===== config.mk =====
export PLATFORM = sky130hd
export DESIGN_NAME = load_store_unit
export DESIGN_NICKNAME = d
export VERILOG_FILES = /design/src/rtl/load_store_unit.sv
export SDC_FILE = /design/constraint.sdc
export NUM_CORES = 1
export LEC_CHECK = 0
export CAP_MARGIN = 40
export CORE_AREA = 2 2 149 115
export CTS_CLUSTER_SIZE = 12
export DETAILED_ROUTE_END_ITERATION = 6
export DIE_AREA = 0 0 151 117
export MAX_ROUTING_LAYER = met4
export PLACE_DENSITY = 0.6
export SLEW_MARGIN = 0
export SYNTH_ARGS = -nofsm -noshare
export SYNTH_HDL_FRONTEND = slang
export SYNTH_SLANG_ARGS = --single-unit

===== constraint.sdc =====
create_clock -name clk -period 5.8 [get_ports clk]
set_clock_uncertainty 0.15 [all_clocks]
set_input_delay 0.87 -clock clk [delete_from_list [all_inputs] [get_ports clk]]
set_output_delay 0.87 -clock clk [all_outputs]
set_load 0.005 [all_outputs]

===== src/rtl/load_store_unit.sv =====
// load_store_unit: initiator side of the data-memory port.
// Accepts one load/store at a time, rejects illegal accesses against the
// memory map (0..IMEM_TOP-1 read-only instruction space, MMIO from
// MMIO_BASE up to MEM_BYTES-1), drives the memory port, and returns one
// response per request over a valid/ready handshake.
module load_store_unit #(
  parameter int BUS_WIDTH = 32,
  parameter int MEM_BYTES = 256,
  parameter int IMEM_TOP  = 64,
  parameter int MMIO_BASE = 128,
  parameter int READ_LAT  = 1
) (
  input  logic                 clk,
  input  logic                 rst,
  // request channel from the execute stage
  input  logic                 req_valid,
  output logic                 req_ready,
  input  logic                 req_store,
  input  logic [BUS_WIDTH-1:0] req_addr,
  input  logic [BUS_WIDTH-1:0] req_wdata,
  input  logic [1:0]           req_size,
  input  logic                 req_unsigned,
  // response channel back to the core
  output logic                 resp_valid,
  input  logic                 resp_ready,
  output logic [BUS_WIDTH-1:0] resp_data,
  output logic                 resp_fault,
  output logic                 resp_mmio,
  // memory port
  output logic                 mem_wr_en,
  output logic [BUS_WIDTH-1:0] mem_address,
  output logic [BUS_WIDTH-1:0] mem_in_val,
  output logic [1:0]           mem_size,
  output logic                 mem_sz_ex_sel,
  input  logic [BUS_WIDTH-1:0] mem_out_val
);

  localparam logic [1:0] IDLE  = 2'd0;
  localparam logic [1:0] ISSUE = 2'd1;
  localparam logic [1:0] RESP  = 2'd2;

  localparam logic [1:0] SZ_BYTE    = 2'b00;
  localparam logic [1:0] SZ_HALF    = 2'b01;
  localparam logic [1:0] SZ_WORD    = 2'b10;
  localparam logic [1:0] SZ_ILLEGAL = 2'b11;

  // Map boundaries sized to the compare operands so no implicit widening occurs.
  localparam logic [BUS_WIDTH:0]   MEM_END = (BUS_WIDTH + 1)'(MEM_BYTES);
  localparam logic [BUS_WIDTH-1:0] IMEM_A  = BUS_WIDTH'(IMEM_TOP);
  localparam logic [BUS_WIDTH-1:0] MMIO_A  = BUS_WIDTH'(MMIO_BASE);

  localparam int               CNT_W    = (READ_LAT > 1) ? $clog2(READ_LAT) : 1;
  localparam logic [CNT_W-1:0] LAT_INIT = CNT_W'(READ_LAT - 1);

  logic [1:0]       state;
  logic [CNT_W-1:0] lat_cnt;
  logic             op_store;
  logic             req_fire;
  logic             req_fault;
  logic             misaligned;
  logic [2:0]       req_bytes;
  logic [BUS_WIDTH:0] req_end;

  assign req_ready  = (state == IDLE);
  assign resp_valid = (state == RESP);
  assign req_fire   = req_valid && req_ready;

  // Byte count of the requested access; an illegal size is rejected separately.
  always_comb begin
    // NOTE: default assigned before the case so every path drives req_bytes and no latch is inferred.
    req_bytes = 3'd1;
    case (req_size)
      SZ_HALF: req_bytes = 3'd2;
      SZ_WORD: req_bytes = 3'd4;
      default: req_bytes = 3'd1;
    endcase
  end

  // One extra bit on the end address so addresses near 2^BUS_WIDTH cannot wrap past the bound.
  assign req_end    = {1'b0, req_addr} + (BUS_WIDTH + 1)'(req_bytes);
  assign misaligned = ((req_size == SZ_HALF) && req_addr[0]) ||
                      ((req_size == SZ_WORD) && (req_addr[1:0] != 2'b00));
  assign req_fault  = (req_size == SZ_ILLEGAL) || misaligned ||
                      (req_end > MEM_END) || (req_store && (req_addr < IMEM_A));

  // Request FSM plus registered memory-port and response outputs.
  always_ff @(posedge clk) begin
    // NOTE: non-blocking assignments throughout so every register sees pre-edge values of the others.
    if (rst) begin
      state         <= IDLE;
      lat_cnt       <= '0;
      op_store      <= 1'b0;
      resp_data     <= '0;
      resp_fault    <= 1'b0;
      resp_mmio     <= 1'b0;
      mem_wr_en     <= 1'b0;
      mem_address   <= '0;
      mem_in_val    <= '0;
      mem_size      <= SZ_BYTE;
      mem_sz_ex_sel <= 1'b0;
    end else begin
      case (state)
        IDLE: begin
          if (req_fire) begin
            op_store  <= req_store;
            resp_data <= '0;
            if (req_fault) begin
              // Rejected: the memory port is left untouched.
              state      <= RESP;
              resp_fault <= 1'b1;
              resp_mmio  <= 1'b0;
            end else begin
              state         <= ISSUE;
              resp_fault    <= 1'b0;
              resp_mmio     <= (req_addr >= MMIO_A);
              mem_address   <= req_addr;
              mem_size      <= req_size;
              mem_sz_ex_sel <= req_unsigned;
              mem_wr_en     <= req_store;
              lat_cnt       <= LAT_INIT;
              if (req_store) begin
                mem_in_val <= req_wdata;
              end
            end
          end
        end
        ISSUE: begin
          if (op_store) begin
            // The write strobe was raised on entry; drop it after its single cycle.
            mem_wr_en <= 1'b0;
            state     <= RESP;
          end else if (lat_cnt == '0) begin
            resp_data <= mem_out_val;
            state     <= RESP;
          end else begin
            lat_cnt <= lat_cnt - CNT_W'(1);
          end
        end
        RESP: begin
          if (resp_ready) begin
            state <= IDLE;
          end
        end
        default: state <= IDLE;
      endcase
    end
  end

endmodule


Yosys cells after proc, flatten, opt, wreduce, memory -nomap -nowiden:

Index checks and enable logic that the tools add are counted.

* bits of input ports: 104
* output and inout port bits: 104
* logic and storage cells: 69
* register bits after elaboration: 106

* add/sub/neg operators: 2
* magnitude comparators: 3
* reduce and logical (&&, ||, !) cells: 18
* multiplexer cells: 22
* bitwise logic cells: 1
* eq/ne operators: 12

Operators with widths (count)
* 32-bit two-way mux: 3
* 32-bit one-hot mux with 2 select lines: 1
* 32-bit by 3-bit adder with 33-bit output: 1
* 33-bit by 9-bit > comparator with 1-bit output (second input constant): 1
* 32-bit by 8-bit >= comparator with 1-bit output (second input constant): 1
* 32-bit by 7-bit < comparator with 1-bit output (second input constant): 1
* 4-bit AND reduction: 4
* 2-bit two-way mux: 5
* 1-bit two-way mux: 9
* 2-bit inequality test (second input constant): 4
* 2-bit == test (second input constant): 3
* 2-bit one-hot mux with 3 select lines: 1
* 3-bit one-hot mux with 2 select lines: 1
* 3-bit AND reduction: 2
* 2-bit by 1-bit == test with 1-bit output (second input constant): 2
* 1-bit logical AND: 4
* 1-bit logical OR: 4
* 2-bit by 1-bit inequality test with 1-bit output (second input constant): 2
* 1-bit one-hot mux with 2 select lines: 2
* 2-bit nonzero test: 2
* 3-bit inequality test (second input constant): 1
* 2-bit logical NOT: 1
* 2-bit AND reduction: 1
* 1-bit NOT: 1
* 1-bit subtractor (second input constant): 1

Depth between registers and ports, before layout:

Gate-level depths: netlist of the first run.

* depth after elaboration: 9
* depth in mapped cells: 14
* depth with buffers taken out: 12

Worst setup path after synthesis of the first run:

Ideal clock, no wire load.

* path kind: input -> register
* start: input port req_size[0]
* end: register mem_wr_en
* data required time: 5524 ps
* arrival time: 4013 ps
* setup time: 126 ps
* path slack: 1511 ps
* stages: 12
* path buffers: 1
* path through: inv_1 ha_1 ha_1 fa_1 a21oi_1 nor3_1 xor2_1 or4_1 or4_1 buf_6 o311ai_4 a31oi_1

* word-level cells in the longest chain between the ends: 8
* elaborated cells on any way between the ends: 14
* classes of those cells: add/sub: 1; order compare: 1; eq/ne: 4; mux: 1; reduce/logical: 7

RTL lines
* start, declared: RTL line 21 `input logic [1:0] req_size,`
* 2-bit == test / 2-bit by 1-bit == test with 1-bit output (equally long branches): RTL line 72, 82, 81
* 3-bit one-hot mux with 2 select lines (tied with other cells): RTL line 72 `case (req_size)`
* 32-bit by 3-bit adder with 33-bit output / 1-bit logical OR (equally long branches): RTL line 80, 81
* 33-bit by 9-bit > comparator with 1-bit output / 1-bit logical OR (equally long branches): RTL line 84, 83
* 1-bit logical OR (*): RTL line 83 `assign req_fault = (req_size == SZ_ILLEGAL) || misaligned ||`
* 1-bit logical OR (*): RTL line 84 `(req_end > MEM_END) || (req_store && (req_addr < IMEM_A));`
* 2-bit inequality test (no source line) (*)
* 4-bit AND reduction (no source line) (*)
* end signal, assigned: RTL line 119 `mem_wr_en <= req_store;`
* end, declared: RTL line 30 `output logic mem_wr_en,`

Mark *: on every way between the ends. The rest lies on a longest branch, timed or not.
A chain may end at the register's enable or synchronous reset.

Final worst setup path of the first run:

Ends and elaborated chain as after synthesis.

==> summary.json, run 1 <==
{
  "run_status": {"value": "completed"},
  "floorplan.core_area": {"value": 0.01631, "unit": "mm²"},
  "powerDensity": {"value": 204.9, "unit": "mW/mm²"},
  "yosysMostFrequentCell": {"value": "sky130_fd_sc_hd__dfxtp_1"},
  "timing.setup.tns": {"value": 0, "unit": "ps"},
  "postSynth.topFlopCell": {"value": "sky130_fd_sc_hd__dfxtp_1"},
  "rows": {"value": 41},
  "drt-wirelength-per-cell": {"value": 16.25, "unit": "µm"},
  "antenna_found_initial": {"value": 1},
  "most_used_routing_layer_in_global_routing": {"value": "met2"},
  "clk_transition_reported_paths": {"value": 70, "unit": "ps"},
  "place.gp.congestion": {"value": 0.9363},
  "finalHoldViolations": {"value": 0},
  "yosys.area.top_type_share": {"value": 44.08, "unit": "%"},
  "synthDominantAreaCellType": {"value": "sky130_fd_sc_hd__dfxtp_1"},
  "grt_start_max_net_pins": {"value": 82},
  "drc_violation_total_after_the_first_tritonroute_iteration": {"value": 269},
  "netlist-cell-type-count": {"value": 59},
  "most_frequent_cells_after_synthesis": {"value": "105 x sky130_fd_sc_hd__dfxtp_1, 50 x sky130_fd_sc_hd__a21oi_1, 50 x sky130_fd_sc_hd__o21ai_0, 44 x sky130_fd_sc_hd__nand3_1, 43 x sky130_fd_sc_hd__nor2_1"},
  "static-leakage-power": {"value": 2.505, "unit": "nW"},
  "post_synthesis_sequential_area_ratio": {"value": 44.08, "unit": "%"},
  "synth-seq-cells": {"value": 105},
  "postSynthAreaPerCell": {"value": 8.733, "unit": "µm²"},
  "synth_warnings": {"value": 0},
  "ys_async_sr_fraction": {"value": 0, "unit": "%"},
  "global_route_wire_length_before_repair": {"value": 23.84, "unit": "mm"},
  "vias_per_cell": {"value": 5.123},
  "die_area": {"value": 0.01767, "unit": "mm²"},
  "synth.area.top_cells": {"value": "sky130_fd_sc_hd__dfxtp_1 44%, sky130_fd_sc_hd__a21oi_1 5.2%, sky130_fd_sc_hd__o21ai_0 5.2%"},
  "die_h": {"value": 117, "unit": "µm"},
  "vdd_ir_drop_max": {"value": 0.0001202, "unit": "V"},
  "postCtsSetupBuffers": {"value": 0},
  "cts_repair_resize_count": {"value": 0},
  "fraction_of_final_layout_cells_with_drive_strength_greater_than_1": {"value": 7.201, "unit": "%"},
  "drt_pre_antenna_iters": {"value": 4},
  "cts_htree_levels": {"value": 3},
  "setup_viol": {"value": 0},
  "layout.nets": {"value": 843},
  "cells_along_the_critical_path": {"value": "clkdlybuf4s50_1 > inv_1 > ha_1 > ha_1 > fa_1 > a21oi_1 > xnor2_1 > nor3b_1 > a31oi_1 > or4_1 > or4_1 > buf_4 > o311ai_4 > a31oi_1"},
  "use_met3": {"value": 5.891, "unit": "%"},
  "synth-edff-count": {"value": 0},
  "period_share": {"value": 85.98, "unit": "%"},
  "global_route.usage.total": {"value": 17.65, "unit": "%"},
  "fp.dieW": {"value": 151, "unit": "µm"},
  "final_max_slew_violation_count": {"value": 0},
  "clock_latency_at_the_later_pin_of_the_worst_skew_pair": {"value": 340, "unit": "ps"},
  "max_slew_margin": {"value": 41.92, "unit": "%"},
  "grt_overflow_total": {"value": 0},
  "slowest_library_cell_on_the_worst_path": {"value": "sky130_fd_sc_hd__clkdlybuf4s50_1"},
  "route.antenna.remaining_nets": {"value": 0},
  "tightestPinTransition": {"value": 871.2, "unit": "ps"},
  "place_worst_setup_slack": {"value": 473.1, "unit": "ps"},
  "clkSinkCount": {"value": 105},
  "clock_tree_from_tritoncts": {"value": "built"},
  "gr-usage-met1": {"value": 23.83, "unit": "%"},
  "unrepaired_setup_endpoints_after_global_routing": {"value": "no"},
  "area.growth.synth_to_final": {"value": 51.64, "unit": "%"},
  "total_power_consumption": {"value": 0.001482, "unit": "W"},
  "detail_route.drc_violations": {"value": 0},
  "synthesis.area": {"value": 0.004768, "unit": "mm²"},
  "wl": {"value": 15.47, "unit": "mm"},
  "timing.fmax": {"value": 200.5, "unit": "MHz"},
  "crit_path_end_kind": {"value": "flop"},
  "critPathKind": {"value": "in2reg"},
  "ctsHoldBuffers": {"value": 0},
  "worst_slack": {"value": 813.2, "unit": "ps"},
  "grtUsageMet2": {"value": 25.48, "unit": "%"},
  "cp_data_arrival_time": {"value": 5030, "unit": "ps"},
  "worst_path_largest_cell_delay": {"value": 560, "unit": "ps"},
  "syn-instance-count": {"value": 546},
  "vias": {"value": 4877},
  "min_path_type": {"value": "reg2reg"},
  "max_capacitance_violation_count": {"value": 0},
  "root_buffer": {"value": "sky130_fd_sc_hd__clkbuf_16"},
  "max-clock-path-buffers": {"value": 2},
  "synth.net_count": {"value": 658},
  "port-buffer-count": {"value": 207},
  "pin_count": {"value": 208},
  "floorplan.initialDensity": {"value": 29.23, "unit": "%"},
  "cts-buffers-inserted": {"value": 9},
  "type_of_element_launching_the_critical_path": {"value": "input pin"},
  "grt_pass1_vias": {"value": 4639},
  "final_core_utilization": {"value": 44.32, "unit": "%"},
  "finalWorstPathRequiredPeriod": {"value": 4987, "unit": "ps"},
  "place.detailed.hpwl": {"value": 11.16, "unit": "mm"},
  "cp_max_fo": {"value": 46},
  "required": {"value": 5840, "unit": "ps"}
}
flip-flops by register name, summed over array words and instances (netlist names), 2 cells and up:
name and count:
mem_address 32, mem_in_val 32, mem_size 2, resp_data 32, state 2
cell families (layout without fill, tap and decap cells):
group / Yosys count / count (layout) / synth area share [%]
simple gates: 203 / 203 / 23.51
compound gates: 165 / 165 / 21.12
flops: 105 / 105 / 44.08
buf+inv: 53 / 243 / 6.638
fa+ha+maj: 8 / 8 / 2.257
xor+xnor: 7 / 7 / 1.286
mux: 5 / 5 / 1.102
other cells: 0 / 1 / 0
critical path: cells and delay by family:
family                     cells  cell delay [ps]
AOI/OAI and AO/OA              4              990
xor gates and xnor gates       1              120
adders and majority gates      3              950
buffers and inverters          3              900
and+or+nand+nor                3             1190
stage by stage:
step,std cells,hold slack [ps],area [µm²]
6_report,952,323.1,7231
4_1_cts,951,326.0,7228
3_3_place_gp,934,305.6,6912
2_1_floorplan,546,312.5,4768
3_5_place_dp,935,316.2,6939
5_1_grt,952,345.8,7231
layer usage:
metal / wire length [µm] / part of all wire (%)
met4: 116 / 0.75
met1: 7428 / 48
met2: 6709 / 43
met5: 0 / 0
met3: 1214 / 7.8
power breakdown:
part	switching [W]	total [W]	internal, W	leakage, nW
clock network	0.000280	0.000589	0.000308	0.141
logic	0.0000793	0.000169	0.0000901	1.52
registers	0.00000171	0.000723	0.000722	0.846
placed cells by master, fill, tap and decap left out, drive strengths merged, types with 13 or more instances in the layout:
cell type      instances
and3                  29
nand4                 24
clkdlybuf4s50        206
dfxtp                105
a21oi                 50
o21ai                 54
nor2                  43
buf                   13
nand3                 45
a22oi                 32
nand2                 14
final timing paths:
path | end | slack, ps | from | depth (start not counted)
worst min register to register | mem_in_val[23] | 320 | mem_in_val[23] | 2
worst max-delay path | mem_wr_en | 810 | req_size[0] | 14
worst max register to register | mem_address[2] | 3250 | state[1] | 5
worst min-delay path | mem_in_val[23] | 320 | mem_in_val[23] | 2
cell type report:
| type | count | area [µm²] |
|---|---|---|
| tap | 215 | 269.0 |
| multi-input combinational | 388 | 2361 |
| clock buffer | 10 | 239.0 |
| antenna | 1 | 2.502 |
| inverter | 8 | 30.03 |
| fill | 1584 | 9082 |
| clock inverter | 6 | 50.05 |
| sequential | 105 | 2102 |
| timing repair buffer | 219 | 2177 |
Power figures use the tool's default switching activity.
==> run 2, diff against run 1 <==
CTS_CLUSTER_DIAMETER = 120   (was default)
==> results of run 2 <==
Final layout, timing and power as in run 1 (identical DEF).
